## config.mk

```make
export PLATFORM = sky130hd
export DESIGN_NAME = multicycle_control_flat
export DESIGN_NICKNAME = d
export VERILOG_FILES = /design/src/rtl/mc_pkg.sv /design/src/rtl/multicycle_control_if.sv /design/src/rtl/insn_decode.sv /design/src/rtl/multicycle_control.sv /design/src/flat_wrapper.sv
export SDC_FILE = /design/constraint.sdc
export NUM_CORES = 1
export LEC_CHECK = 0
export ABC_AREA = 1
export ABC_CLOCK_PERIOD_IN_PS = 1800
export CAP_MARGIN = 10
export CORE_MARGIN = 2
export CORE_UTILIZATION = 40
export CTS_CLUSTER_DIAMETER = 30
export DETAILED_ROUTE_END_ITERATION = 7
export PLACE_DENSITY = 0.87
export SYNTH_ARGS = -nofsm -noshare
export SYNTH_HDL_FRONTEND = slang
export SYNTH_SLANG_ARGS = --single-unit
```

## constraint.sdc

```tcl
create_clock -name clk -period 1.8 [get_ports clk]
set_clock_uncertainty 0.05 [all_clocks]
set_input_delay 0.36 -clock clk [delete_from_list [all_inputs] [get_ports clk]]
set_output_delay 0.36 -clock clk [all_outputs]
set_load 0.05 [all_outputs]
```

## src/rtl/mc_pkg.sv

```systemverilog
// Shared definitions for the multicycle control unit: instruction field
// constants, FSM state encoding, branch/jump status codes, ALU select
// encodings and the one-hot instruction class vector layout.
package mc_pkg;

   localparam int unsigned OP_W     = 6;
   localparam int unsigned FUNCT_W  = 6;
   localparam int unsigned STATE_W  = 4;
   localparam int unsigned STATUS_W = 3;
   localparam int unsigned ALUOP_W  = 2;
   localparam int unsigned SRCB_W   = 2;

   // Primary opcodes
   localparam logic [OP_W-1:0] OP_RFMT  = 6'b000000;
   localparam logic [OP_W-1:0] OP_LW    = 6'b100011;
   localparam logic [OP_W-1:0] OP_SW    = 6'b101011;
   localparam logic [OP_W-1:0] OP_BEQ   = 6'b000100;
   localparam logic [OP_W-1:0] OP_BMN   = 6'b010101;
   localparam logic [OP_W-1:0] OP_BZ    = 6'b011000;
   localparam logic [OP_W-1:0] OP_JALM  = 6'b010011;
   localparam logic [OP_W-1:0] OP_JSPAL = 6'b010111;

   // Function codes carved out of the R-format opcode space
   localparam logic [FUNCT_W-1:0] FN_BRZ  = 6'b010100;
   localparam logic [FUNCT_W-1:0] FN_JMOR = 6'b100101;

   typedef enum logic [STATE_W-1:0] {
      S_FETCH    = 4'd0,
      S_DECODE   = 4'd1,
      S_MEM_ADDR = 4'd2,
      S_MEM_RD   = 4'd3,
      S_MEM_WB   = 4'd4,
      S_MEM_WR   = 4'd5,
      S_R_EXEC   = 4'd6,
      S_R_WB     = 4'd7,
      S_BRANCH   = 4'd8,
      S_JUMP     = 4'd9
   } state_t;

   // Branch/jump class codes handed to the branch control unit
   localparam logic [STATUS_W-1:0] ST_NONE  = 3'b000;
   localparam logic [STATUS_W-1:0] ST_BMN   = 3'b001;
   localparam logic [STATUS_W-1:0] ST_BRZ   = 3'b010;
   localparam logic [STATUS_W-1:0] ST_BZ    = 3'b011;
   localparam logic [STATUS_W-1:0] ST_JMOR  = 3'b100;
   localparam logic [STATUS_W-1:0] ST_JALM  = 3'b101;
   localparam logic [STATUS_W-1:0] ST_JSPAL = 3'b110;
   localparam logic [STATUS_W-1:0] ST_BEQ   = 3'b111;

   localparam logic [ALUOP_W-1:0] ALU_ADD   = 2'b00;
   localparam logic [ALUOP_W-1:0] ALU_SUB   = 2'b01;
   localparam logic [ALUOP_W-1:0] ALU_FUNCT = 2'b10;

   localparam logic [SRCB_W-1:0] SRCB_RT     = 2'b00;
   localparam logic [SRCB_W-1:0] SRCB_FOUR   = 2'b01;
   localparam logic [SRCB_W-1:0] SRCB_IMM    = 2'b10;
   localparam logic [SRCB_W-1:0] SRCB_IMM_SH = 2'b11;

   // Bit positions in the one-hot class vector; all-zero means undecodable
   localparam int unsigned CL_RFMT  = 0;
   localparam int unsigned CL_LW    = 1;
   localparam int unsigned CL_SW    = 2;
   localparam int unsigned CL_BEQ   = 3;
   localparam int unsigned CL_BMN   = 4;
   localparam int unsigned CL_BZ    = 5;
   localparam int unsigned CL_BRZ   = 6;
   localparam int unsigned CL_JMOR  = 7;
   localparam int unsigned CL_JALM  = 8;
   localparam int unsigned CL_JSPAL = 9;
   localparam int unsigned NUM_CL   = 10;

   typedef logic [NUM_CL-1:0] class_t;

endpackage

```

## src/rtl/multicycle_control_if.sv

```systemverilog
// Control bus between the multicycle control FSM and its datapath.
//   master : control unit (drives strobes/selects, status, state; reads
//            opcode, funct, mem_ready)
//   slave  : datapath / memory side (the reverse)
interface multicycle_control_if;
   import mc_pkg::*;

   logic [OP_W-1:0]     opcode;
   logic [FUNCT_W-1:0]  funct;
   logic                mem_ready;
   logic                pc_write;
   logic                pc_write_cond;
   logic                ir_write;
   logic                i_or_d;
   logic                mem_read;
   logic                mem_write;
   logic                mem_to_reg;
   logic                reg_write;
   logic                reg_dest;
   logic                alu_src_a;
   logic [SRCB_W-1:0]   alu_src_b;
   logic [ALUOP_W-1:0]  alu_op;
   logic [STATUS_W-1:0] status;
   logic                illegal;
   logic [STATE_W-1:0]  state;

   modport master (
      input  opcode, funct, mem_ready,
      output pc_write, pc_write_cond, ir_write, i_or_d, mem_read, mem_write,
             mem_to_reg, reg_write, reg_dest, alu_src_a, alu_src_b, alu_op,
             status, illegal, state
   );

   modport slave (
      output opcode, funct, mem_ready,
      input  pc_write, pc_write_cond, ir_write, i_or_d, mem_read, mem_write,
             mem_to_reg, reg_write, reg_dest, alu_src_a, alu_src_b, alu_op,
             status, illegal, state
   );

endinterface

```

## src/rtl/insn_decode.sv

```systemverilog
// Combinational instruction classifier.
//   i_opcode    : instruction bits [31:26]
//   i_funct     : instruction bits [5:0]
//   o_class_c   : one-hot class vector (zero when undecodable)
//   o_status_c  : branch/jump status code for the class
module insn_decode
   import mc_pkg::*;
(
   input  logic [OP_W-1:0]     i_opcode,
   input  logic [FUNCT_W-1:0]  i_funct,
   output class_t              o_class_c,
   output logic [STATUS_W-1:0] o_status_c
);

   // Opcode 0 is R-format unless funct selects brz or jmor
   always_comb begin
      o_class_c  = '0;
      o_status_c = ST_NONE;
      case (i_opcode)
         OP_RFMT: begin
            if (i_funct == FN_BRZ) begin
               o_class_c[CL_BRZ] = 1'b1;
               o_status_c        = ST_BRZ;
            end else if (i_funct == FN_JMOR) begin
               o_class_c[CL_JMOR] = 1'b1;
               o_status_c         = ST_JMOR;
            end else begin
               o_class_c[CL_RFMT] = 1'b1;
            end
         end
         OP_LW:    o_class_c[CL_LW] = 1'b1;
         OP_SW:    o_class_c[CL_SW] = 1'b1;
         OP_BEQ: begin
            o_class_c[CL_BEQ] = 1'b1;
            o_status_c        = ST_BEQ;
         end
         OP_BMN: begin
            o_class_c[CL_BMN] = 1'b1;
            o_status_c        = ST_BMN;
         end
         OP_BZ: begin
            o_class_c[CL_BZ] = 1'b1;
            o_status_c       = ST_BZ;
         end
         OP_JALM: begin
            o_class_c[CL_JALM] = 1'b1;
            o_status_c         = ST_JALM;
         end
         OP_JSPAL: begin
            o_class_c[CL_JSPAL] = 1'b1;
            o_status_c          = ST_JSPAL;
         end
         default: ;
      endcase
   end

endmodule

```

## src/rtl/multicycle_control.sv

```systemverilog
// Multicycle processor control FSM.
//   clk, reset : clock and synchronous active-high reset
//   bus        : control bus (master side) - opcode/funct/mem_ready in,
//                datapath strobes and selects, latched status and current
//                state out
// Strobes and selects are decoded from the current state (and mem_ready in
// wait states); status and state are registered.
module multicycle_control
   import mc_pkg::*;
(
   input  logic               clk,
   input  logic               reset,
   multicycle_control_if.master bus
);

   state_t               r_state;
   state_t               w_next_state;
   logic [STATUS_W-1:0]  r_status;
   class_t               w_class;
   logic [STATUS_W-1:0]  w_status_dec;

   logic                 w_pc_write;
   logic                 w_pc_write_cond;
   logic                 w_ir_write;
   logic                 w_i_or_d;
   logic                 w_mem_read;
   logic                 w_mem_write;
   logic                 w_mem_to_reg;
   logic                 w_reg_write;
   logic                 w_reg_dest;
   logic                 w_alu_src_a;
   logic [SRCB_W-1:0]    w_alu_src_b;
   logic [ALUOP_W-1:0]   w_alu_op;
   logic                 w_illegal;

   insn_decode u_insn_decode (
      .i_opcode   (bus.opcode),
      .i_funct    (bus.funct),
      .o_class_c  (w_class),
      .o_status_c (w_status_dec)
   );

   // State register; status is captured as DECODE is left
   always_ff @(posedge clk) begin
      if (reset) begin
         r_state  <= S_FETCH;
         r_status <= ST_NONE;
      end else begin
         r_state <= w_next_state;
         if (r_state == S_DECODE) begin
            r_status <= w_status_dec;
         end
      end
   end

   // Next state and per-state control outputs
   always_comb begin
      w_next_state    = S_FETCH;
      w_pc_write      = 1'b0;
      w_pc_write_cond = 1'b0;
      w_ir_write      = 1'b0;
      w_i_or_d        = 1'b0;
      w_mem_read      = 1'b0;
      w_mem_write     = 1'b0;
      w_mem_to_reg    = 1'b0;
      w_reg_write     = 1'b0;
      w_reg_dest      = 1'b0;
      w_alu_src_a     = 1'b0;
      w_alu_src_b     = SRCB_RT;
      w_alu_op        = ALU_ADD;
      w_illegal       = 1'b0;

      case (r_state)
         S_FETCH: begin
            w_mem_read  = 1'b1;
            w_alu_src_b = SRCB_FOUR;
            if (bus.mem_ready) begin
               w_ir_write   = 1'b1;
               w_pc_write   = 1'b1;
               w_next_state = S_DECODE;
            end else begin
               w_next_state = S_FETCH;
            end
         end
         S_DECODE: begin
            w_alu_src_b = SRCB_IMM_SH;
            if (w_class[CL_LW] || w_class[CL_SW]) begin
               w_next_state = S_MEM_ADDR;
            end else if (w_class[CL_RFMT]) begin
               w_next_state = S_R_EXEC;
            end else if (w_class[CL_BEQ] || w_class[CL_BZ] ||
                         w_class[CL_BMN] || w_class[CL_BRZ]) begin
               w_next_state = S_BRANCH;
            end else if (w_class[CL_JMOR] || w_class[CL_JALM] ||
                         w_class[CL_JSPAL]) begin
               w_next_state = S_JUMP;
            end else begin
               w_illegal    = 1'b1;
               w_next_state = S_FETCH;
            end
         end
         S_MEM_ADDR: begin
            w_alu_src_a  = 1'b1;
            w_alu_src_b  = SRCB_IMM;
            w_next_state = w_class[CL_LW] ? S_MEM_RD : S_MEM_WR;
         end
         S_MEM_RD: begin
            w_mem_read   = 1'b1;
            w_i_or_d     = 1'b1;
            w_next_state = bus.mem_ready ? S_MEM_WB : S_MEM_RD;
         end
         S_MEM_WB: begin
            w_reg_write  = 1'b1;
            w_mem_to_reg = 1'b1;
            w_next_state = S_FETCH;
         end
         S_MEM_WR: begin
            w_mem_write  = 1'b1;
            w_i_or_d     = 1'b1;
            w_next_state = bus.mem_ready ? S_FETCH : S_MEM_WR;
         end
         S_R_EXEC: begin
            w_alu_src_a  = 1'b1;
            w_alu_src_b  = SRCB_RT;
            w_alu_op     = ALU_FUNCT;
            w_next_state = S_R_WB;
         end
         S_R_WB: begin
            w_reg_write  = 1'b1;
            w_reg_dest   = 1'b1;
            w_next_state = S_FETCH;
         end
         S_BRANCH: begin
            w_alu_src_a = 1'b1;
            w_alu_op    = ALU_SUB;
            // bmn compares against a memory operand, so it waits on memory
            if (r_status == ST_BMN) begin
               w_mem_read = 1'b1;
               w_i_or_d   = 1'b1;
               if (bus.mem_ready) begin
                  w_pc_write_cond = 1'b1;
                  w_next_state    = S_FETCH;
               end else begin
                  w_next_state = S_BRANCH;
               end
            end else begin
               w_pc_write_cond = 1'b1;
               w_next_state    = S_FETCH;
            end
         end
         S_JUMP: begin
            // jalm fetches its target from memory; strobes wait for it
            if (r_status == ST_JALM) begin
               w_mem_read = 1'b1;
               w_i_or_d   = 1'b1;
               if (bus.mem_ready) begin
                  w_pc_write_cond = 1'b1;
                  w_reg_write     = 1'b1;
                  w_next_state    = S_FETCH;
               end else begin
                  w_next_state = S_JUMP;
               end
            end else begin
               w_pc_write_cond = 1'b1;
               w_reg_write     = (r_status == ST_JSPAL);
               w_next_state    = S_FETCH;
            end
         end
         default: w_next_state = S_FETCH;
      endcase

      // Reset cycle: no strobe may reach the datapath or memory
      if (reset) begin
         w_pc_write      = 1'b0;
         w_pc_write_cond = 1'b0;
         w_ir_write      = 1'b0;
         w_mem_read      = 1'b0;
         w_mem_write     = 1'b0;
         w_reg_write     = 1'b0;
         w_illegal       = 1'b0;
      end
   end

   assign bus.pc_write      = w_pc_write;
   assign bus.pc_write_cond = w_pc_write_cond;
   assign bus.ir_write      = w_ir_write;
   assign bus.i_or_d        = w_i_or_d;
   assign bus.mem_read      = w_mem_read;
   assign bus.mem_write     = w_mem_write;
   assign bus.mem_to_reg    = w_mem_to_reg;
   assign bus.reg_write     = w_reg_write;
   assign bus.reg_dest      = w_reg_dest;
   assign bus.alu_src_a     = w_alu_src_a;
   assign bus.alu_src_b     = w_alu_src_b;
   assign bus.alu_op        = w_alu_op;
   assign bus.illegal       = w_illegal;
   assign bus.status        = r_status;
   assign bus.state         = r_state;

endmodule

```

## src/flat_wrapper.sv

```systemverilog
// flat-port wrapper written by rule: the top's interface ports become plain ports
module multicycle_control_flat import mc_pkg::*;
  (clk, reset, bus_opcode, bus_funct, bus_mem_ready, bus_pc_write, bus_pc_write_cond, bus_ir_write, bus_i_or_d, bus_mem_read, bus_mem_write, bus_mem_to_reg, bus_reg_write, bus_reg_dest, bus_alu_src_a, bus_alu_src_b, bus_alu_op, bus_status, bus_illegal, bus_state);
  multicycle_control_if bus_i ();
  input  logic clk;
  input  logic reset;
  input wire logic [$bits(bus_i.opcode)-1:0] bus_opcode;
  input wire logic [$bits(bus_i.funct)-1:0] bus_funct;
  input wire logic [$bits(bus_i.mem_ready)-1:0] bus_mem_ready;
  output wire logic [$bits(bus_i.pc_write)-1:0] bus_pc_write;
  output wire logic [$bits(bus_i.pc_write_cond)-1:0] bus_pc_write_cond;
  output wire logic [$bits(bus_i.ir_write)-1:0] bus_ir_write;
  output wire logic [$bits(bus_i.i_or_d)-1:0] bus_i_or_d;
  output wire logic [$bits(bus_i.mem_read)-1:0] bus_mem_read;
  output wire logic [$bits(bus_i.mem_write)-1:0] bus_mem_write;
  output wire logic [$bits(bus_i.mem_to_reg)-1:0] bus_mem_to_reg;
  output wire logic [$bits(bus_i.reg_write)-1:0] bus_reg_write;
  output wire logic [$bits(bus_i.reg_dest)-1:0] bus_reg_dest;
  output wire logic [$bits(bus_i.alu_src_a)-1:0] bus_alu_src_a;
  output wire logic [$bits(bus_i.alu_src_b)-1:0] bus_alu_src_b;
  output wire logic [$bits(bus_i.alu_op)-1:0] bus_alu_op;
  output wire logic [$bits(bus_i.status)-1:0] bus_status;
  output wire logic [$bits(bus_i.illegal)-1:0] bus_illegal;
  output wire logic [$bits(bus_i.state)-1:0] bus_state;
  assign bus_i.opcode = bus_opcode;
  assign bus_i.funct = bus_funct;
  assign bus_i.mem_ready = bus_mem_ready;
  assign bus_pc_write = bus_i.pc_write;
  assign bus_pc_write_cond = bus_i.pc_write_cond;
  assign bus_ir_write = bus_i.ir_write;
  assign bus_i_or_d = bus_i.i_or_d;
  assign bus_mem_read = bus_i.mem_read;
  assign bus_mem_write = bus_i.mem_write;
  assign bus_mem_to_reg = bus_i.mem_to_reg;
  assign bus_reg_write = bus_i.reg_write;
  assign bus_reg_dest = bus_i.reg_dest;
  assign bus_alu_src_a = bus_i.alu_src_a;
  assign bus_alu_src_b = bus_i.alu_src_b;
  assign bus_alu_op = bus_i.alu_op;
  assign bus_status = bus_i.status;
  assign bus_illegal = bus_i.illegal;
  assign bus_state = bus_i.state;
  multicycle_control u_core (.clk(clk), .reset(reset), .bus(bus_i));
endmodule
```

==> results_dict.tcl, run 1 <==
set metrics [dict create \
    dp_hpwl_um 2370 \
    cts_sinks 7 \
    synth.avg_cell_area_sq_um 5.42 \
    cts_buffer_depth 2 \
    dieWidth_um 47.9 \
    num_rows 15 \
    post_cts_resized 48 \
    cts_htree_levels 1 \
    syn_area_sq_um 769 \
    place_congestion 0.864 \
    yosysTopAreaCellShare 0.182 \
    ys_types 22 \
    synth-seq-cells 7 \
    stop_stage "4_1_cts" \
    postCtsSetupBuffers 11 \
    yosysTopAreaCell "dfxtp_1" \
    initial_utilization 0.436 \
    root_buffer "clkbuf_4" \
    synth_fp_nets 157 \
    status "stopped before the end" \
    tool.error "[ERROR DPL-0033] detailed placement checks failed during check placement." \
    hold_buffers 0 \
    ys_seq_area_frac 0.182 \
    cts_inserted_buffers 3 \
    yosysWarnings 0 \
    place_ws_ps -402 \
    port-buffer-count 36 \
    synthCells 142 \
    ys_top_cells_by_area "dfxtp_1, nand2_1, nor2_1" \
    fp.dieH_um 47.9 \
    placed_cell_area_sq_um 1540 \
    io_pins 37 \
]
## synth_stat cells (all sizes together)
cell    instances
nor2           34
dfxtp           7
inv            23
o31ai           1
nand4           1
or2             2
nand2          37
nor3            5
clkbuf          1
buf             1
nand3          12
nand3b          1
a21oi          11
nor3b           1
o21ai           5
## per-stage QoR
stage	std cells	hold slack [ps]
2_1_floorplan	142	369
3_3_place_gp	220	423
3_5_place_dp	220	436
## logic make-up after synthesis
kind of cell | after synthesis | share of synthesized area
and+or+nand+nor | 93 | 0.574
AOI/OAI and AO/OA | 17 | 0.114
buffers and inverters | 25 | 0.130
DFF | 7 | 0.182
==> inputs of run 2 (changes only) <==
Settings changed: CORE_AREA from default to 2 2 63 65, CORE_MARGIN 2 to default, CORE_UTILIZATION 40 to default, CTS_CLUSTER_DIAMETER 30 to default, DIE_AREA from default to 0 0 65 67, PLACE_DENSITY 0.87 to default, PLACE_DENSITY_LB_ADDON from default to 0.15.
==> run 2 against run 1 <==
The flow now finishes, with violations (setup timing). Synthesized area unchanged. Synthesized cell count unchanged.
==> results_dict.tcl, run 2 <==
set metrics [dict create \
    synth_enable_flop_cells 0 \
    wl_um 2840 \
    critPathMaxFanout 4 \
    clk-insertion-delay-late_ps 230 \
    p_leak_nw 0.844 \
    cts_tree "done" \
    diodes 0 \
    yosysTopAreaCell "dfxtp_1" \
    violations "setup timing" \
    cts.clk_slew.worst_paths_ps 40 \
    overflow 0 \
    cts_htree_levels 1 \
    vias 1129 \
    synth-seq-cells 7 \
    drc_errors 0 \
    async_flop_share 0 \
    grt_max_degree 8 \
    grt_usage 0.144 \
    ff2ff_setup_slack_ps 420 \
    r2r_cells 8 \
    setup_ws_ps -101 \
    drive_gt1_frac 0.507 \
    post-route-util 0.505 \
    drtAntennaViolNets 0 \
    synth.avg_cell_area_sq_um 5.42 \
    avgViaCountPerCell 4.29 \
    synth_most_common_cell "nand2_1" \
    port-buffer-count 36 \
    power.density_nw_per_um2 338 \
    num_rows 22 \
    power_mw 0.615 \
    hp-class "reg2reg" \
    io_pins 37 \
    fp.dieH_um 67 \
    drtPass1Iterations 4 \
    ys_types 22 \
    dieWidth_um 65 \
    rr_endpoint "u_core.bus.state[2]$_SDFF_PP0_" \
    maxSlewViolCount 0 \
    yosysTopAreaCellShare 0.182 \
    grt_pass1_wl_um 4860 \
    peakVddDrop_v 0.000164 \
    hold_viol 0 \
    status "finished, violations left" \
    synthCells 142 \
    layout_commonest_cell "buf_4" \
    ys_seq_area_frac 0.182 \
    drt_iter0_markers 23 \
    cap_violations 0 \
    antenna_found_initial 0 \
    ys_top_cells_by_area "dfxtp_1, nand2_1, nor2_1" \
    layout_common_cells "buf_4, nand2_1, nor2_1" \
    cp-end-kind "output pin" \
    crit_type "in2out" \
    post_drt_wl_per_cell_um 10.8 \
    crit_path_start_kind "input pin" \
    final_nets 231 \
    rsz0062_at_grt "true" \
    slew_headroom 0.787 \
    required_ps 1390 \
    period_share 1.06 \
    cts_buffer_depth 2 \
    arrival_ps 1490 \
    dieArea_sq_um 4360 \
    synth_fp_nets 157 \
    grt_pass1_vias 1164 \
    stdcell_area_sq_um 1820 \
    reg2reg_from "u_core.bus.state[1]$_SDFF_PP0_" \
    synth-main-ff-cell "dfxtp_1" \
    period_needed_ps 1900 \
    placed_cell_area_sq_um 1570 \
    holdWs_ps 436 \
    place_ws_ps -379 \
    cts_inserted_buffers 3 \
    dp_hpwl_um 2290 \
    area_delta_synth_final_pct 137 \
    place_congestion 0.768 \
    syn_area_sq_um 769 \
    initial_utilization 0.213 \
    synth_common_cells "nand2_1, nor2_1, inv_1, nand3_1, a21oi_1" \
    tightest_slew_ps 319 \
    worstHoldStart "u_core.bus.status[1]$_SDFFE_PP0P_" \
    yosysWarnings 0 \
    largest_register_ff_count 4 \
    crit_end "bus_illegal" \
    setup_violations 5 \
    root_buffer "clkbuf_8" \
    fmax_mhz 526 \
    core-area_sq_um 3610 \
    cts_sinks 7 \
    cp-startpoint "bus_opcode[2]" \
]
==> run 2: area by class of cell <==
cell class / instances / area, sq um
Clock buffer: 4 / 45.0
Tap cell: 48 / 60.1
Inverter: 23 / 98.8
Fill cell: 354 / 1790
Timing Repair Buffer: 71 / 739
Multi-Input combinational cell: 110 / 722
Sequential cell: 7 / 155
==> run 2: how the worst min path moves through the flow <==
| stage | end | slack (ps) | cells past startpoint |
|---|---|---|---|
| CTS | u_core.bus.status[1]$_SDFFE_PP0P_ | 450 | 2 |
| global route | u_core.bus.status[1]$_SDFFE_PP0P_ | 480 | 2 |
| finish | u_core.bus.status[1]$_SDFFE_PP0P_ | 440 | 2 |
| floorplan | u_core.bus.state[1]$_SDFF_PP0_ | 370 | 1 |
| detailed placement | u_core.bus.status[1]$_SDFFE_PP0P_ | 430 | 2 |
| global placement | u_core.bus.status[1]$_SDFFE_PP0P_ | 430 | 2 |
==> run 2: cell families (layout without fill, tap and decap cells) <==
group	after synthesis	after routing	synth area share
AO/OA/AOI/OAI	17	17	0.114
flip-flops	7	7	0.182
buffers and inverters	25	98	0.130
AND/OR/NAND/NOR	93	93	0.574
==> run 2: timing repair <==
action                     4_1_cts  5_1_grt
setup buffers                   10        4
pin swaps                       13       10
hold buffers                     0        0
resized for setup               37       11
setup endpoints to repair        7       10
==> run 2: stage by stage <==
| stage | setup TNS [ps] | instances |
|---|---|---|
| 2_1_floorplan | -923 | 142 |
| 3_3_place_gp | -1080 | 245 |
| 3_5_place_dp | -1170 | 245 |
| 4_1_cts | -316 | 259 |
| 5_1_grt | -773 | 263 |
| 6_report | -292 | 263 |
==> run 2: worst max-delay path, cell delays in order <==
cell	delay (ps)
dlygate4sd2_1	270
nor2_2	150
nand3_2	110
buf_4	150
nand3b_4	150
nand3_2	80
nor3_4	50
buf_12	160
==> run 2: per-layer routing <==
metal	vias up	GRT usage	wire length (um)
li1	591	-	-
met1	505	0.139	996
met2	27	0.289	1670
met3	6	0.0220	117
met4	0	0.0798	50
met5	-	0	0
==> run 2: report_power, final <==
part           internal (mW)  switching (mW)
registers              0.154         0.00531
logic                  0.109           0.126
clock network          0.153          0.0671
Power figures use the tool's default switching activity.
==> inputs of run 3 (changes only) <==
Settings changed: ABC_CLOCK_PERIOD_IN_PS 1800 to 1700.
Clock period 1.8 ns to 1.7 ns, I/O delays scaled along.
==> run 3 against run 2 <==
Routed wire length increased by 6.6%. Hold slack improved by 100 ps. Via count increased by 6.3%. First-iteration DRC count increased by 30%. Register-to-register slack got worse by 290 ps. Sequential power increased by 6%. Non-clock buffer count increased by 11. The run still ends with setup timing left. Cell count increased by 4.2%. Die area unchanged.
==> results_dict.tcl, run 3 (synthesis results as in run 2) <==
set metrics [dict create \
    status "finished, violations left" \
    violations "setup timing" \
    holdWs_ps 537 \
    drc_errors 0 \
    dieWidth_um 65 \
    drive_gt1_frac 0.558 \
    antenna_found_initial 0 \
    largest_register_ff_count 4 \
    grt_max_degree 10 \
    cts_htree_levels 1 \
    drt_iter0_markers 30 \
    period_share 1.10 \
    critPathTopFamily "simple AND/OR/NAND/NOR gates" \
    p_leak_nw 0.937 \
    cts_tree "done" \
    worst_path_max_delay_cell "dfxtp_4" \
    grt_usage 0.148 \
    io_pins 37 \
    fin_cells 274 \
    fin_tns_setup_ps -914 \
    required_ps 1310 \
    overflow 0 \
    period_needed_ps 1870 \
    grt_pass1_vias 1254 \
    cts.clk_slew.worst_paths_ps 40 \
    layout_commonest_cell "buf_4" \
    area_delta_synth_final_pct 167 \
    placed_cells 250 \
    cts_inserted_buffers 3 \
    vias 1200 \
    place_congestion 0.828 \
    slew_headroom 0.846 \
    root_buffer "clkbuf_8" \
    maxSlewViolCount 0 \
    dp_hpwl_um 2320 \
    hp-class "reg2reg" \
    cts_sinks 7 \
    fp.dieH_um 67 \
    cp-end-kind "output pin" \
    crit_type "reg2out" \
    crit_buf_inv 2 \
    setup_ws_ps -173 \
    final_nets 242 \
    post_drt_wl_per_cell_um 11.0 \
    diodes 0 \
    avgViaCountPerCell 4.38 \
    num_rows 22 \
    tightest_slew_ps 231 \
    critPathMaxFanout 3 \
    hold_viol 0 \
    power.density_nw_per_um2 331 \
    worstPathCellList "inv_6 > nand2_4 > nor3_4 > o21ai_2 > or2_1 > a21oi_4 > buf_12" \
    port-buffer-count 36 \
    cts_buffer_depth 2 \
    slowest_delay_ps 360 \
    cap_violations 0 \
    fmax_mhz 534 \
    layout_common_cells "buf_4, nand2_1, buf_12" \
    rsz0062_at_grt "true" \
    arrival_ps 1480 \
    peakVddDrop_v 0.000190 \
    grt_pass1_wl_um 4970 \
    drtAntennaViolNets 0 \
    dieArea_sq_um 4360 \
    crit_path_start_kind "flop" \
    wl_um 3020 \
    initial_utilization 0.213 \
    drtPass1Iterations 4 \
    setup_violations 10 \
    core-area_sq_um 3610 \
    clk-insertion-delay-late_ps 230 \
]
==> run 3: changes by cell type in the layout (fill, tap and decap cells not counted), moves of 2 or more <==
cell / delta
clkdlybuf4s15_1: +2
dlygate4sd2_1: -5
buf_12: +7
inv_2: -2
buf_4: -2
nand2_2: +3
nand2_1: -3
buf_6: +5
==> run 3: area by class of cell <==
cell class	instances	area, sq um
Clock buffer	4	45.0
Fill cell	339	1560
Inverter	23	104
Multi-Input combinational cell	110	748
Sequential cell	7	155
Tap cell	48	60.1
Timing Repair Buffer	82	938
==> run 3: layer usage <==
metal,vias to the layer above,share of wire,GRT usage
li1,614,-,-
met1,541,0.38,0.139
met2,37,0.56,0.290
met3,8,0.044,0.0321
met4,0,0.021,0.0904
met5,-,0,0
==> run 3: path summary, 6_finish.rpt <==
| kind | cells after the start | start | endpoint | slack, ps |
|---|---|---|---|---|
| min reg2reg | 3 | u_core.bus.status[1]$_SDFFE_PP0P_ | u_core.bus.status[1]$_SDFFE_PP0P_ | 540 |
| max reg2reg | 11 | u_core.bus.state[3]$_SDFF_PP0_ | u_core.bus.state[2]$_SDFF_PP0_ | 130 |
| min | 3 | u_core.bus.status[1]$_SDFFE_PP0P_ | u_core.bus.status[1]$_SDFFE_PP0P_ | 540 |
| max | 7 | u_core.bus.state[1]$_SDFF_PP0_ | bus_reg_write | -170 |
==> run 3: timing repair <==
item | 4_1_cts | 5_1_grt
pin swaps | 21 | 10
hold buffers | 0 | 0
buffers inserted | 17 | 5
endpoints found under the setup margin | 11 | 12
gates resized for setup | 54 | 13
==> run 3: worst register-to-register path, cell delays in order (launching register included) <==
cell and delay, ps:
dfxtp_4 380, inv_6 50, buf_12 120, nand2_8 80, nor3_4 50, buf_4 130, buf_4 120, buf_4 120
nor2_1 110, o21ai_0 100, nor2_1 90, a21oi_1 60
==> run 3: power by group <==
group | internal, mW | switching (mW)
clock | 0.163 | 0.0754
combinational | 0.134 | 0.139
sequential | 0.163 | 0.00488
==> run 3: stage by stage <==
stage | total power, mW | util | cell area [sq um] | worst slack (ps)
after floorplan | 0.282 | - | 895 | -311
after global placement | 0.409 | 0.465 | 1680 | -404
after detailed placement | 0.411 | 0.465 | 1680 | -500
after CTS | 0.678 | 0.545 | 1970 | -174
after global routing | 0.715 | 0.569 | 2050 | -248
final | 0.679 | 0.569 | 2050 | -173
